File: src/rtl/tt_pkg.sv
// Shared types and constants for the truth-table scanner.
package tt_pkg;

  typedef enum logic [1:0] {
    IDLE,
    DRIVE,
    SAMPLE,
    DONE
  } state_t;

  localparam int TT_N_VARS = 3;
  localparam int TW        = 2**TT_N_VARS;
  localparam int SETTLE_W  = 4;

endpackage

File: src/rtl/tt_settle_timer.sv
// Load/decrement dwell counter; expire is high whenever the count is zero.
module tt_settle_timer
  import tt_pkg::*;
(
  input  logic                clk,
  input  logic                rst_n,
  input  logic                load,
  input  logic [SETTLE_W-1:0] load_val,
  input  logic                dec,
  output logic                expire
);

  logic [SETTLE_W-1:0] count;

  always_ff @(posedge clk or negedge rst_n) begin
    if (!rst_n) begin
      count <= '0;
    end else if (load) begin
      count <= load_val;
    end else if (dec && (count != '0)) begin
      count <= count - SETTLE_W'(1);
    end
  end

  assign expire = (count == '0);

endmodule

File: src/rtl/truth_table_scanner.sv
// Walks every minterm of an N_VARS-input function, captures its truth table and
// compares it to a golden table. Define TT_SCAN_DIFF_EN to add diff_o/first_err_o.
module truth_table_scanner
  import tt_pkg::*;
#(
  parameter int N_VARS        = TT_N_VARS,
  parameter int SETTLE_CYCLES = 1
) (
  input  logic                 clk,
  input  logic                 rst_n,
  input  logic                 start_i,
  input  logic                 abort_i,
  input  logic                 s_i,
  input  logic [2**N_VARS-1:0] expected_i,
  output logic [N_VARS-1:0]    vars_o,
  output logic                 busy_o,
  output logic                 done_o,
  output logic                 valid_o,
  output logic [2**N_VARS-1:0] table_o,
  output logic                 match_o
`ifdef TT_SCAN_DIFF_EN
  ,
  output logic [2**N_VARS-1:0] diff_o,
  output logic [N_VARS-1:0]    first_err_o
`endif
);

  localparam int TBL_W = 2**N_VARS;

  state_t            state, state_nx;
  logic [N_VARS-1:0] m;
  logic [TBL_W-1:0]  exp_q;
  logic              accept, capture, finish, clear_m;
  logic              tmr_load, tmr_dec, expire, last;

  assign last   = (m == '1);
  assign vars_o = m;

  tt_settle_timer u_timer (
    .clk      (clk),
    .rst_n    (rst_n),
    .load     (tmr_load),
    .load_val (SETTLE_W'(SETTLE_CYCLES - 1)),
    .dec      (tmr_dec),
    .expire   (expire)
  );

  always_ff @(posedge clk or negedge rst_n) begin
    if (!rst_n) begin
      state <= IDLE;
    end else begin
      state <= state_nx;
    end
  end

  always_comb begin
    state_nx = state;
    accept   = 1'b0;
    capture  = 1'b0;
    finish   = 1'b0;
    clear_m  = 1'b0;
    tmr_load = 1'b0;
    tmr_dec  = 1'b0;
    busy_o   = (state != IDLE);
    case (state)
      IDLE: begin
        if (start_i) begin
          accept   = 1'b1;
          tmr_load = 1'b1;
          state_nx = DRIVE;
        end
      end
      DRIVE: begin
        if (abort_i) begin
          clear_m  = 1'b1;
          state_nx = IDLE;
        end else if (expire) begin
          state_nx = SAMPLE;
        end else begin
          tmr_dec = 1'b1;
        end
      end
      SAMPLE: begin
        if (abort_i) begin
          clear_m  = 1'b1;
          state_nx = IDLE;
        end else begin
          capture = 1'b1;
          if (last) begin
            state_nx = DONE;
          end else begin
            tmr_load = 1'b1;
            state_nx = DRIVE;
          end
        end
      end
      DONE: begin
        // An abort landing on the DONE cycle suppresses the completion entirely.
        clear_m  = 1'b1;
        finish   = !abort_i;
        state_nx = IDLE;
      end
      default: state_nx = IDLE;
    endcase
    done_o = finish;
  end

  always_ff @(posedge clk or negedge rst_n) begin
    if (!rst_n) begin
      m       <= '0;
      exp_q   <= '0;
      table_o <= '0;
      valid_o <= 1'b0;
      match_o <= 1'b0;
    end else begin
      if (accept) begin
        exp_q   <= expected_i;
        table_o <= '0;
        m       <= '0;
        valid_o <= 1'b0;
        match_o <= 1'b0;
      end else if (capture) begin
        table_o[m] <= s_i;
        if (!last) begin
          m <= m + N_VARS'(1);
        end
      end else if (clear_m) begin
        m <= '0;
      end
      if (finish) begin
        valid_o <= 1'b1;
        match_o <= (table_o == exp_q);
      end
    end
  end

`ifdef TT_SCAN_DIFF_EN
  logic [TBL_W-1:0]  diff_nx;
  logic [N_VARS-1:0] first_nx;
  logic              found;

  always_comb begin
    diff_nx  = table_o ^ exp_q;
    first_nx = '0;
    found    = 1'b0;
    for (int unsigned i = 0; i < TBL_W; i++) begin
      if (!found && diff_nx[i]) begin
        first_nx = N_VARS'(i);
        found    = 1'b1;
      end
    end
  end

  always_ff @(posedge clk or negedge rst_n) begin
    if (!rst_n) begin
      diff_o      <= '0;
      first_err_o <= '0;
    end else if (finish) begin
      diff_o      <= diff_nx;
      first_err_o <= first_nx;
    end
  end
`endif

endmodule
File: config.mk
export PLATFORM = sky130hd
export DESIGN_NAME = truth_table_scanner
export DESIGN_NICKNAME = d
export VERILOG_FILES = /design/src/rtl/tt_pkg.sv /design/src/rtl/tt_settle_timer.sv /design/src/rtl/truth_table_scanner.sv
export SDC_FILE = /design/constraint.sdc
export NUM_CORES = 1
export LEC_CHECK = 0
export BUFFER_PORTS_ARGS = -buffer_cell sky130_fd_sc_hd__buf_2
export CORE_AREA = 2 2 54 94
export DETAILED_ROUTE_END_ITERATION = 8
export DIE_AREA = 0 0 56 96
export GPL_TIMING_DRIVEN = 0
export HOLD_SLACK_MARGIN = 0.08
export PLACE_DENSITY = 0.58
export SLEW_MARGIN = 25
export SYNTH_ARGS = -nofsm -noshare
export SYNTH_HDL_FRONTEND = slang
export SYNTH_SLANG_ARGS = --single-unit
File: constraint.sdc
create_clock -name clk -period 3.8 [get_ports clk]
set_clock_uncertainty 0.2 [all_clocks]
set_input_delay 0 -clock clk [delete_from_list [all_inputs] [get_ports clk]]
set_output_delay 0 -clock clk [all_outputs]
set_load 0.01 [all_outputs]
# After elaboration in Yosys (flattened, before gate mapping)

Index checks and enable logic that the tools add are counted.
Widths: inputs -> output; s select.

Memory bits (read-only): 0
Memories: 0
Output and inout bits: 15
Bits in latches: 0
Flip-flop bits (word level): 27
Input port bits: 13
RAM bits: 0

Add/sub/neg operators: 2
Reduce and logical (&&, ||, !) cells: 14
Shifts and indexed selects: 0
Multipliers: 0
Muxes and demuxes: 33
Bitwise gates (word level): 0
Div/mod/pow operators: 0
Equality and inequality tests: 8
Order comparisons: 2

Operator list:

| operator            | number |
|---|---|
| $mux 8              | 2 |
| $mux 1              | 15 |
| $mux 3              | 4 |
| $mux 2              | 5 |
| $bwmux 8            | 1 |
| $eq 8x8->1          | 1 |
| $mux 4              | 2 |
| $pmux 2 s4          | 1 |
| $reduce_bool 2->1   | 4 |
| $ne 3x3->1 const B  | 2 |
| $eq 2x2->1 const B  | 2 |
| $logic_not 4->1     | 1 |
| $lt 3x4->1 const B  | 1 |
| $pmux 1 s2          | 2 |
| $reduce_and 2->1    | 2 |
| $reduce_bool 4->1   | 1 |
| $sub 4x1->4 const B | 1 |
| $add 3x1->3 const B | 1 |
| $demux 1 s3         | 1 |
| $eq 3x3->1 const B  | 1 |
| $ge 3x1->1 const B  | 1 |
| $reduce_bool 3->1   | 1 |
| $eq 2x1->1 const B  | 1 |
| $logic_and 1x1->1   | 2 |
| other kinds (4)     | 4 |

# Longest topological paths before layout

Depth after elaboration: 7
Depth in mapped cells: 6

# By module

A second synthesis with hierarchy kept.

Cells, all modules: 161
Area, all modules: 1529.0 µm²

By module, submodules not included:

| module              | cells each | seq. area each (µm²) | area each (µm²) | instances |
|---|---|---|---|---|
| truth_table_scanner | 134        | 575.6                | 1258.7          | 1 |
| tt_settle_timer     | 27         | 100.1                | 270.3           | 1 |

# Least setup slack after synthesis

OpenSTA, ideal clock, no wires.

Path kind: flip-flop to flip-flop
From: register u_timer.count[0]
To: register state[1]
Data arrival time: 1584 ps
Cell stages (with the launch flop): 7
Path buffers: 0
Period minus slack after synthesis: 1909 ps
Path slack: 1891 ps
Setup time: 125 ps
Cell sequence: dfrtp_1 > inv_1 > ha_1 > or3b_4 > and2_4 > o21bai_4 > mux2_4

Longest elaborated chain between the ends: 3

RTL lines:

| item                              | RTL line                  | text |
|---|---|---|
| start, declared                   | tt_settle_timer.sv:13     | `logic [SETTLE_W-1:0] count;` |
| start signal, assigned            | tt_settle_timer.sv:19     | `count <= load_val;` |
| start signal, assigned            | tt_settle_timer.sv:21     | `count <= count - SETTLE_W'(1);` |
| $logic_not 4->1                   | tt_settle_timer.sv:25     | `assign expire = (count == '0);` |
| $ne 3x3->1 (no source line)       | -                         |  |
| $reduce_and 2->1 (no source line) | -                         |  |
| end signal, assigned              | truth_table_scanner.sv:52 | `state <= state_nx;` |
| end, declared                     | truth_table_scanner.sv:30 | `state_t state, state_nx;` |

Every way passes these cells.
A chain may end at the register's enable or synchronous reset.

# Worst setup path in the final report

From: register u_timer.count[0]
To: register state[0]

Same word-level chain as after synthesis.

==> out/results.txt <==
GRT Total Usage - 0.1210
Internal power - 0.0005853 W
Top post-synthesis cells by area - dfrtp_1, nand2_1, ha_1
Core area - 0.004624 mm2
Register area - 675.6 um2
Antenna-violating nets left - 0
Clock Latency Late Sink - 0.27 ns
Die area - 0.005376 mm2
Final HPWL DP - 2.315 mm
Starting density of the core - 0.3125
Min Clock Period, post-route - 2.364 ns
Worst setup EP type - register
Sw Share - 0.3653
Max Fanout on Critical Path - 4
Area of the multi-input gates - 720.7 um2
Port Buf Inserts - 26
DR pass1 iterations - 3
Final Hold Vio Count - 0
Post-Syn Area - 0.001445 mm2
Switching power of the nets - 0.0003369 W
CTS tree - done
Syn Area/Cell - 9.570 um2
Critical path's top delay family - buffers and inverters
Vias in the first global route - 1,153
Post-route DRC violation count - 0
Fin util - 0.3926
Total congestion overflow - 0
Share of layout cells above drive strength 1 - 0.1804
Max-slew violations - 0
Pwr/cell area - 508.0 mW/mm2
CP startpoint kind - register
DR WL/cell - 12.59 um
Flop pwr share - 0.433
Total power - 0.0009222 W
Fillers - 493
PostCTS Resize Cnt - 0
Rel. slew slack - 0.5924
Num ports - 28
Period utilisation layout - 0.6222
Setup CP Type - reg2reg
Final setup fails - 0
P&R area growth vs syn - 25.63%
N_diodes - 0
Worst path max stage delay - 0.57 ns
Worst endpoint data arrival time - 2.32 ns
Root buf cell - clkbuf_8
Final Cell Area - 0.001815 mm2
Antenna violations before repair - 0
CTS Buffer Depth - 2
NumNets Final - 217
Clock sinks - 27
Sequential-to-total area share from yosys stat - 0.4675
Combinational power share - 0.392
RSZ-0062 raised after global routing - false
Post-CTS setup buffers - 0
Post-synth top area cell - dfrtp_1
Class of the tightest hold or removal check - in2async
First-pass GRT wire length - 5.099 mm
Count of cell types in the netlist - 28
Highest clock rate - 0.4230 GHz
Vias post-DR - 1,128
Vias/cell - 4.585
Max VDD drop - 0.2488 mV
Post-synth top area share - 0.4675
Slowest CP cell - dlygate4sd3_1
Largest net degree at the start of global routing - 28
Gate Count Post-Synth - 151
Status - completed
Die Height - 96 um
Final Hold Slack - 0.06465 ns
CP cell instances - inv_1 -> ha_1 -> or3b_4 -> and2_4 -> o21bai_4 -> mux2i_1 -> dlygate4sd3_1
Die width - 56 um
Leakage - 0.9389 nW
Row count - 33
Clock edge transition at the registers on the reported setup and hold paths - 0.09 ns
CP required - 3.76 ns
Area of placed instances - 0.001640 mm2
H-tree depth - 1
Net count after synthesis - 173
Hold buffers post-CTS - 13
DR iter-0 viols - 36
Final WL - 3.097 mm
CTS Buf Count - 3
Buf+Inv Stages, Crit Path - 2
Placer congestion estimate - 0.7323
Synth warnings - 0
Clock power frac - 0.175
Max cap viols - 0
Worst slew pin tran - 0.6114 ns
Synth Register Bits - 27
Setup TNS - 0 ns
[final cells by class]
class / count / share of cell area
multi-input cells: 111 / 0.3970
flip-flops and latches: 27 / 0.3722
repair buffers: 39 / 0.1433
well taps: 52 / 0.03584
clock buffers: 4 / 0.02481
inverters: 8 / 0.01654
plain buffers: 5 / 0.01034
[registers in the layout (all words and copies together) (netlist names)]
register,cells
exp_q,8
match_o,1
vars_o,3
valid_o,1
u_timer.count,4
table_o,8
state,2
[cells by family after synthesis]
| logic type | synth area share |
|---|---|
| multiplexers | 0.06580 |
| XOR/XNOR | 0.06667 |
| buffers and inverters | 0.03377 |
| AND/OR/NAND/NOR | 0.2312 |
| flip-flops | 0.4675 |
| AO/OA/AOI/OAI | 0.05714 |
| adder cells (fa/ha/maj) | 0.07792 |
[layout by cell type, fill, tap and decap left out, types with 2 or more instances in the layout]
cell	count
clkbuf_8	3
nor3b_1	5
a22oi_1	2
xor2_1	7
xnor2_1	4
nand3b_1	3
a21oi_1	4
inv_1	8
nand2_1	32
dfrtp_1	27
nor2_1	15
nand3_1	5
ha_1	9
nor3_1	3
dlygate4sd3_1	13
clkbuf_1	6
buf_2	26
or2_2	2
mux2i_1	8
[layer usage]
| metal | part of all wire | global-route usage | vias to the layer above |
|---|---|---|---|
| li1 | - | - | 578 |
| met4 | 0.014 | 0.04167 | 0 |
| met1 | 0.38 | 0.1245 | 532 |
| met5 | 0 | 0 | - |
| met2 | 0.58 | 0.2451 | 16 |
| met3 | 0.023 | 0.01478 | 2 |
[path summary, 6_finish.rpt]
kind	startpoint	to	slack, ns	cells past startpoint
worst max-delay path	u_timer.count[0]	state[0]	1.44	7
worst min-delay path	rst_n	state[0]	0.06	2
max in group asynchronous	rst_n	u_timer.count[3]	2.94	2
worst max register to register	u_timer.count[0]	state[0]	1.44	7
min in group clk	expected_i[5]	exp_q[5]	0.24	4
worst min register to register	valid_o	valid_o	0.28	2
[through the flow]
stage / setup slack (ns) / std cells
after floorplan: 1.891 / 151
after global routing: 1.311 / 246
after global placement: 1.673 / 229
final: 1.436 / 246
after CTS: 1.423 / 246
after detailed placement: 1.680 / 229
[worst register-to-register path, delay by kind of cell, from the launching register on]
family                     cells  cell delay [ns]
DFF                            1             0.41
and+or+nand+nor                2             0.57
buffers and inverters          2             0.66
adders and majority gates      1             0.13
muxes                          1             0.12
AOI/OAI and AO/OA              1             0.18
[synth_stat cells (all sizes together)]
| cell type | number |
|---|---|
| a211oi | 1 |
| a21oi | 4 |
| a22oi | 2 |
| a311oi | 1 |
| and2 | 2 |
| clkbuf | 5 |
| dfrtp | 27 |
| ha | 9 |
| inv | 8 |
| mux2 | 1 |
| mux2i | 8 |
| nand2 | 32 |
| nand3 | 5 |
| nand3b | 3 |
| nand4 | 1 |
| nor2 | 15 |
| nor2b | 1 |
| nor3 | 3 |
| nor3b | 5 |
| nor4 | 1 |
| o21ai | 1 |
| o21bai | 1 |
| o31ai | 1 |
| or2 | 2 |
| or3b | 1 |
| xnor2 | 4 |
| xor2 | 7 |
[power groups by stage]
stage                     clock, W  sequential (W)  combinational, W
after global placement           0        0.000406          0.000337
final                     0.000162        0.000400          0.000361
after CTS                 0.000169        0.000401          0.000364
after floorplan                  0        0.000405          0.000240
after global routing      0.000180        0.000412          0.000411
after detailed placement         0        0.000407          0.000339
Note: power is estimated with default switching activity, not from simulation.
